### src/rtl/cdma_wt_wgs_reader_pkg.sv
// Shared definitions for the CDMA weight-group-status reader: state encoding,
// descriptor field positions and default field widths.
package cdma_wt_wgs_pkg;

    typedef enum logic [1:0] {
        IDLE   = 2'd0,
        ACTIVE = 2'd1,
        DONE   = 2'd2
    } state_t;

    localparam int LAST_BIT  = 31;
    localparam int ID_MSB    = 30;
    localparam int CNT_LSB   = 0;

    localparam int DEF_ID_W  = 7;
    localparam int DEF_CNT_W = 16;

endpackage

### src/rtl/cdma_wt_wgs_reader.sv
// Consumer of the WGS FIFO: pops a group descriptor, passes num_beats weight beats,
// then emits one group-done token. Optional statistics counters: CDMA_WT_WGS_STAT_EN.
module cdma_wt_wgs_reader
    import cdma_wt_wgs_pkg::*;
#(
    parameter int CNT_W = DEF_CNT_W,
    parameter int ID_W  = DEF_ID_W
) (
    input  logic            clk,
    input  logic            reset,
    input  logic            wgs_req,
    input  logic [31:0]     wgs_data,
    output logic            wgs_ready,
    input  logic            wt_beat_valid,
    output logic            wt_beat_ready,
    output logic            grp_active,
    output logic [ID_W-1:0] grp_id,
    output logic            grp_done_valid,
    input  logic            grp_done_ready,
    output logic [ID_W-1:0] grp_done_id,
    output logic            grp_done_last
`ifdef CDMA_WT_WGS_STAT_EN
    ,
    output logic [31:0]     wgs_grp_cnt,
    output logic [15:0]     wgs_null_cnt
`endif
);

    state_t            state;
    logic [CNT_W-1:0]  remaining;

    logic [ID_W-1:0]   dsc_id;
    logic              dsc_last;
    logic [CNT_W-1:0]  dsc_cnt;
    logic              pop;
    logic              beat;
    logic              done_hs;
    logic              unused_data;

    assign dsc_id      = wgs_data[ID_MSB -: ID_W];
    assign dsc_last    = wgs_data[LAST_BIT];
    assign dsc_cnt     = wgs_data[CNT_LSB +: CNT_W];
    assign unused_data = ^wgs_data;

    assign pop     = wgs_req && wgs_ready;
    assign beat    = wt_beat_valid && wt_beat_ready;
    assign done_hs = grp_done_valid && grp_done_ready;

    // All handshake outputs are registers updated alongside the state, so no
    // input ever reaches a ready output combinationally.
    always_ff @(posedge clk or posedge reset) begin
        if (reset) begin
            state          <= IDLE;
            remaining      <= '0;
            wgs_ready      <= 1'b0;
            wt_beat_ready  <= 1'b0;
            grp_active     <= 1'b0;
            grp_done_valid <= 1'b0;
            grp_id         <= '0;
            grp_done_id    <= '0;
            grp_done_last  <= 1'b0;
        end else begin
            case (state)
                IDLE: begin
                    wgs_ready <= 1'b1;
                    if (pop) begin
                        wgs_ready     <= 1'b0;
                        grp_id        <= dsc_id;
                        grp_done_id   <= dsc_id;
                        grp_done_last <= dsc_last;
                        remaining     <= dsc_cnt;
                        if (dsc_cnt != '0) begin
                            state         <= ACTIVE;
                            wt_beat_ready <= 1'b1;
                            grp_active    <= 1'b1;
                        end else begin
                            state          <= DONE;
                            grp_done_valid <= 1'b1;
                        end
                    end
                end
                ACTIVE: begin
                    if (beat && remaining != '0) begin
                        remaining <= remaining - CNT_W'(1);
                        if (remaining == CNT_W'(1)) begin
                            state          <= DONE;
                            wt_beat_ready  <= 1'b0;
                            grp_active     <= 1'b0;
                            grp_done_valid <= 1'b1;
                        end
                    end
                end
                DONE: begin
                    if (done_hs) begin
                        state          <= IDLE;
                        grp_done_valid <= 1'b0;
                        wgs_ready      <= 1'b1;
                    end
                end
                default: begin
                    state          <= IDLE;
                    wgs_ready      <= 1'b0;
                    wt_beat_ready  <= 1'b0;
                    grp_active     <= 1'b0;
                    grp_done_valid <= 1'b0;
                end
            endcase
        end
    end

`ifdef CDMA_WT_WGS_STAT_EN
    // A pop can only happen in IDLE, so pop with a zero count is a null group.
    always_ff @(posedge clk or posedge reset) begin
        if (reset) begin
            wgs_grp_cnt  <= '0;
            wgs_null_cnt <= '0;
        end else begin
            if (done_hs)
                wgs_grp_cnt <= wgs_grp_cnt + 32'd1;
            if (pop && dsc_cnt == '0 && wgs_null_cnt != 16'hFFFF)
                wgs_null_cnt <= wgs_null_cnt + 16'd1;
        end
    end
`endif

endmodule

### config.mk
export PLATFORM = sky130hd
export DESIGN_NAME = cdma_wt_wgs_reader
export DESIGN_NICKNAME = d
export VERILOG_FILES = /design/src/rtl/cdma_wt_wgs_reader_pkg.sv /design/src/rtl/cdma_wt_wgs_reader.sv
export SDC_FILE = /design/constraint.sdc
export NUM_CORES = 1
export LEC_CHECK = 0
export ABC_AREA = 1
export CAP_MARGIN = 20
export CELL_PAD_IN_SITES_DETAIL_PLACEMENT = 1
export CELL_PAD_IN_SITES_GLOBAL_PLACEMENT = 1
export CORE_MARGIN = 2
export CORE_UTILIZATION = 30
export DETAILED_ROUTE_END_ITERATION = 6
export PLACE_DENSITY_LB_ADDON = 0.08
export SYNTH_ARGS = -nofsm -noshare
export SYNTH_HDL_FRONTEND = slang
export SYNTH_SLANG_ARGS = --single-unit
### constraint.sdc
create_clock -name clk -period 2.42 [get_ports clk]
set_input_delay 0.484 -clock clk [delete_from_list [all_inputs] [get_ports clk]]
set_output_delay 0.484 -clock clk [all_outputs]
set_load 0.1 [all_outputs]
; ---- Word-level counts from Yosys, hierarchy flattened
; Cells that the tools add are included.
[totals]
ff_bits = 29
output_inout_bits = 19
elab_cells = 56
[classes]
mux = 23
n_eq_ne = 9
n_addsub = 1
n_reduce_logical = 14
bitwise_logic = 2
[op_table]
columns = operator, n
row1 = 16-bit two-way mux, 2
row2 = 16-bit case mux with 2 select lines, 1
row3 = 16-bit nonzero test, 2
row4 = "16-bit by 1-bit == test with 1-bit output, second input constant", 1
row5 = "16-bit by 1-bit subtractor with 16-bit output, second input constant", 1
row6 = "2-bit != test, second input constant", 6
row7 = 1-bit two-way mux, 11
row8 = 2-bit two-way mux, 5
row9 = 5-bit AND reduction, 2
row10 = 1-bit case mux with 3 select lines, 3
row11 = 2-bit case mux with 3 select lines, 1
row12 = 1-bit logical AND, 4
row13 = 2-bit AND reduction, 2
row14 = 4-bit AND reduction, 1
row15 = 3-bit AND reduction, 1
row16 = "2-bit by 1-bit == test with 1-bit output, second input constant", 1
row17 = "2-bit == test, second input constant", 1
row18 = 2-bit zero test, 1
row19 = 1-bit inverter, 2
row20 = 2-bit nonzero test, 1

; ---- Longest topological paths before layout
[logic_depth]
word_depth = 4
ltp_mapped = 11

; ---- Worst setup path before layout
; Ideal clock, no wire load.
[synth_path]
kind = register to register
startpoint = register wgs_ready
endpoint = register grp_done_id[0]
setup_slack_ns = 0.565
arrival_ns = 1.729
path_buffers = 0
required_ns = 2.294
stages_incl_launch_ff = 3
setup_time_ns = 0.126
cell_sequence = dfrtp_1 > nand3_1 > mux2_2
[synth_between]
elab_chain_cells = 2
[synth_lines]
columns = element, line_no
row1 = from (decl), cdma_wt_wgs_reader.sv:13  ; output logic wgs_ready,
row2 = from (signal assigned), cdma_wt_wgs_reader.sv:55  ; wgs_ready <= 1'b0;
row3 = from (signal assigned), cdma_wt_wgs_reader.sv:65  ; wgs_ready <= 1'b1;
row4 = from (signal assigned), cdma_wt_wgs_reader.sv:67  ; wgs_ready <= 1'b0;
row5 = 1-bit logical AND, cdma_wt_wgs_reader.sv:45  ; assign pop = wgs_req && wgs_ready;
row6 = 2-bit AND reduction (no line), -
row7 = to (signal assigned), cdma_wt_wgs_reader.sv:69  ; grp_done_id <= dsc_id;
row8 = to (decl), cdma_wt_wgs_reader.sv:20  ; output logic [ID_W-1:0] grp_done_id,
; Every way passes these cells.
; A chain may end at the register's enable or synchronous reset.

; ---- Final worst setup path
[layout_path]
startpoint = register remaining[0]
endpoint = register remaining[9]
[layout_between]
elab_chain_cells = 4
[layout_lines]
columns = element, line_no
row1 = from (decl), cdma_wt_wgs_reader.sv:30  ; logic [CNT_W-1:0] remaining;
row2 = from (signal assigned), cdma_wt_wgs_reader.sv:71  ; remaining <= dsc_cnt;
row3 = from (signal assigned), cdma_wt_wgs_reader.sv:84  ; remaining <= remaining - CNT_W'(1);
row4 = "parallel branches: the longest is 4 deep, another holds 16-bit by 1-bit subtractor with 16-bit output", -
; Several ways; the timed one is not identified. The select of a mux whose other input is x is not followed.

==> impl_metrics.csv <==
group,metric,value,unit
status,status,"finished clean",
power,p_leak,1.27,nW
setup_path,crit_fanout,8,
routing,drcViolationCount,0,
place,io_buffers,47,
cells_and_area,final_cells,407,
cells_and_area,final_cell_mix,"nand2_1, nor2_1, dfrtp_1",
yosys,synth.distinct_cells,25,
global_routing,grt_overflow_total,0,
clocking,hold_buffers,0,
power,power_density,401,nW/um^2
setup_path,crit_top_cell,"nand2_1",
floorplanning,fp-row-count,29,
floorplanning,ios,56,
setup_path,end_kind,"register",
floorplanning,chipWidth,84.6,um
global_routing,antenna_found_initial,0,
floorplanning,fp.coreArea,6310,um^2
clocking,path_clk_slew,0.07,ns
global_routing,grt_pass1_wl,9110,um
sta,hold_viol_final,0,
setup_path,path_cells,"inv_1 -> ha_1 -> nand2_1 -> nor2_1 -> nand3_2 -> nand3_4 -> inv_2 -> nand2_1 -> nand2_1 -> nand2_1",
clocking,cts_setup_buffers,0,
sta,maxSlewHeadroom,70.1,%
routing,vias,1893,
power,ir_worst_vdd,0.193,mV
cells_and_area,antenna_cells,0,
cells_and_area,drive_above_1_share,18.2,%
sta,rsz0062_at_grt,"no",
clocking,cts_tree,"done",
setup_path,critical_path_required,2.64,ns
sta,fin_worst_skew,0.00475,ns
setup_path,slowest_stage,"dfrtp_1",
run,cap_violations,0,
global_routing,grt.total_usage,16.2,%
clocking,numCtsBuffers,5,
cells_and_area,design_area,2500,um^2
clocking,ctsResizeCount,0,
global_routing,grt_pass1_vias,1921,
setup_path,critPathTopFamily,"simple AND/OR/NAND/NOR gates",
global_routing,grt_max_degree,30,
setup_path,arrival,2.17,ns
sta,slew_violations,0,
yosys,synth_cells,284,
sta,finalCritPeriodShare,80.4,%
yosys,mappedNetlistArea,1950,um^2
yosys,yosysSeqAreaShare,37.2,%
setup_path,cp-start-kind,"register",
clocking,cts.sink_count,29,
cells_and_area,final_nets,368,
cells_and_area,layout_commonest_cell,"nand2_1",
routing,wl_per_cell,13.5,um
sta,fmax,514,MHz
cells_and_area,final_core_util,39.7,%
sta,worst_pin_slew,0.447,ns
floorplanning,fp.dieH,84.6,um
routing,firstDrtPassIters,4,
sta,final.setup.tns,0,ns
clocking,cts_buffer_depth,2,
clocking,worstSkewPairLatency,0.28,ns
cells_and_area,syn2layout_area_growth,28.4,%
floorplanning,initial_core_util,30.9,%
yosys,ys_seq_elements,29,
place,gp_congestion,0.810,
sta,hold_ws,0.503,ns
setup_path,crit_type,"register to register",
place,hpwl,4210,um
routing,antenna_left,0,
routing,drt_iter0_drc,55,
sta,layout_min_cycle_time,1.95,ns
routing,wl,5490,um
yosys,avgSynthCellArea,6.87,um^2
clocking,htreeDepth,2,
routing,vias_per_cell,4.65,
clocking,root_buffer,"clkbuf_8",
place,dp.cells,399,
place,placed_cell_area,2400,um^2
sta,setup_violations,0,
setup_path,cp_num_buf_inv,2,
yosys,yosysWarnings,0,
floorplanning,die-area,7160,um^2
cells_and_area,fillers,836,
min_path,min_path_type,"register to register",
setup_path,slowest_delay,0.40,ns
yosys,synth_nets,323,
==> sequential cells by signal, summed over array words and instances, names as in the netlist <==
signal and cells:
grp_done_last 1, wgs_ready 1, state 2, remaining 16
grp_done_valid 1, grp_done_id 7, grp_active 1
==> synth_stat cells <==
library cell / number / share of area [%]
nand3_4: 1 / 0.90
o21ai_1: 1 / 0.26
nand4_1: 1 / 0.32
a31oi_1: 1 / 0.32
inv_2: 3 / 0.58
xor2_1: 1 / 0.45
nand3_1: 11 / 2.8
buf_6: 2 / 1.2
nand2_2: 6 / 1.9
buf_2: 3 / 0.77
nor2_4: 1 / 0.58
a21boi_0: 1 / 0.39
nand3_2: 1 / 0.51
dfrtp_1: 29 / 37
a21oi_1: 2 / 0.51
nor2_1: 38 / 7.3
o21ai_2: 8 / 3.6
nand2_1: 122 / 23
ha_1: 2 / 1.3
inv_1: 19 / 3.7
mux2_2: 8 / 4.6
nor2_2: 1 / 0.32
o21ai_0: 11 / 2.8
buf_4: 8 / 3.1
nand3b_1: 3 / 1.2
==> kinds of logic (layout without fill, tap and decap cells) <==
group | after synthesis | in the layout | share of synthesized area [%]
compound gates | 24 | 24 | 7.89
xor+xnor | 1 | 1 | 0.449
fa+ha+maj | 2 | 2 | 1.28
buf+inv | 35 | 81 | 9.24
flops | 29 | 29 | 37.2
mux | 8 | 8 | 4.62
simple gates | 185 | 185 | 39.3
==> per-stage QoR <==
stage,total power [mW],setup WS [ns]
after global routing,1.04,0.301
final,1.00,0.474
after CTS,1.02,0.445
after floorplan,0.505,0.565
after detailed placement,0.560,0.452
after global placement,0.560,0.460
==> final cells by class <==
cell class	count	area (um^2)	share of cell area [%]
clock buffer	7	96.3	3.85
clock inverter	1	5.00	0.200
inverter	22	82.6	3.30
multi-input combinational	220	1040	41.7
sequential	29	726	29.0
tap	77	96.3	3.85
timing repair buffer	51	453	18.1
==> layer usage <==
layer	part of all wire (%)	up-vias	GRT usage, %
met4	0.91	0	4.76
li1	-	968	-
met2	49	16	27.8
met5	0	-	0
met3	1.9	4	2.65
met1	48	905	20.8
==> tightest hold or removal path, cell delays in order (launching register included) <==
cell and delay (ns):
dfrtp_1 0.36, nand2_1 0.06, nand2_1 0.05
==> power breakdown <==
part	internal [mW]	leakage, nW	switching [mW]
registers	0.485	0.358	0
clock network	0.257	0.0542	0.197
logic	0.0426	0.854	0.0228
==> worst paths after layout <==
path | startpoint | to | slack, ns | cells after the start
max | remaining[0] | remaining[9] | 0.47 | 10
min | grp_done_valid | grp_done_valid | 0.50 | 2
max reg2reg | remaining[0] | remaining[9] | 0.47 | 10
min reg2reg | grp_done_valid | grp_done_valid | 0.50 | 2
max in group asynchronous | reset | wgs_ready | 1.53 | 3
min in group asynchronous | reset | remaining[0] | 0.59 | 3
Power figures use the tool's default switching activity.
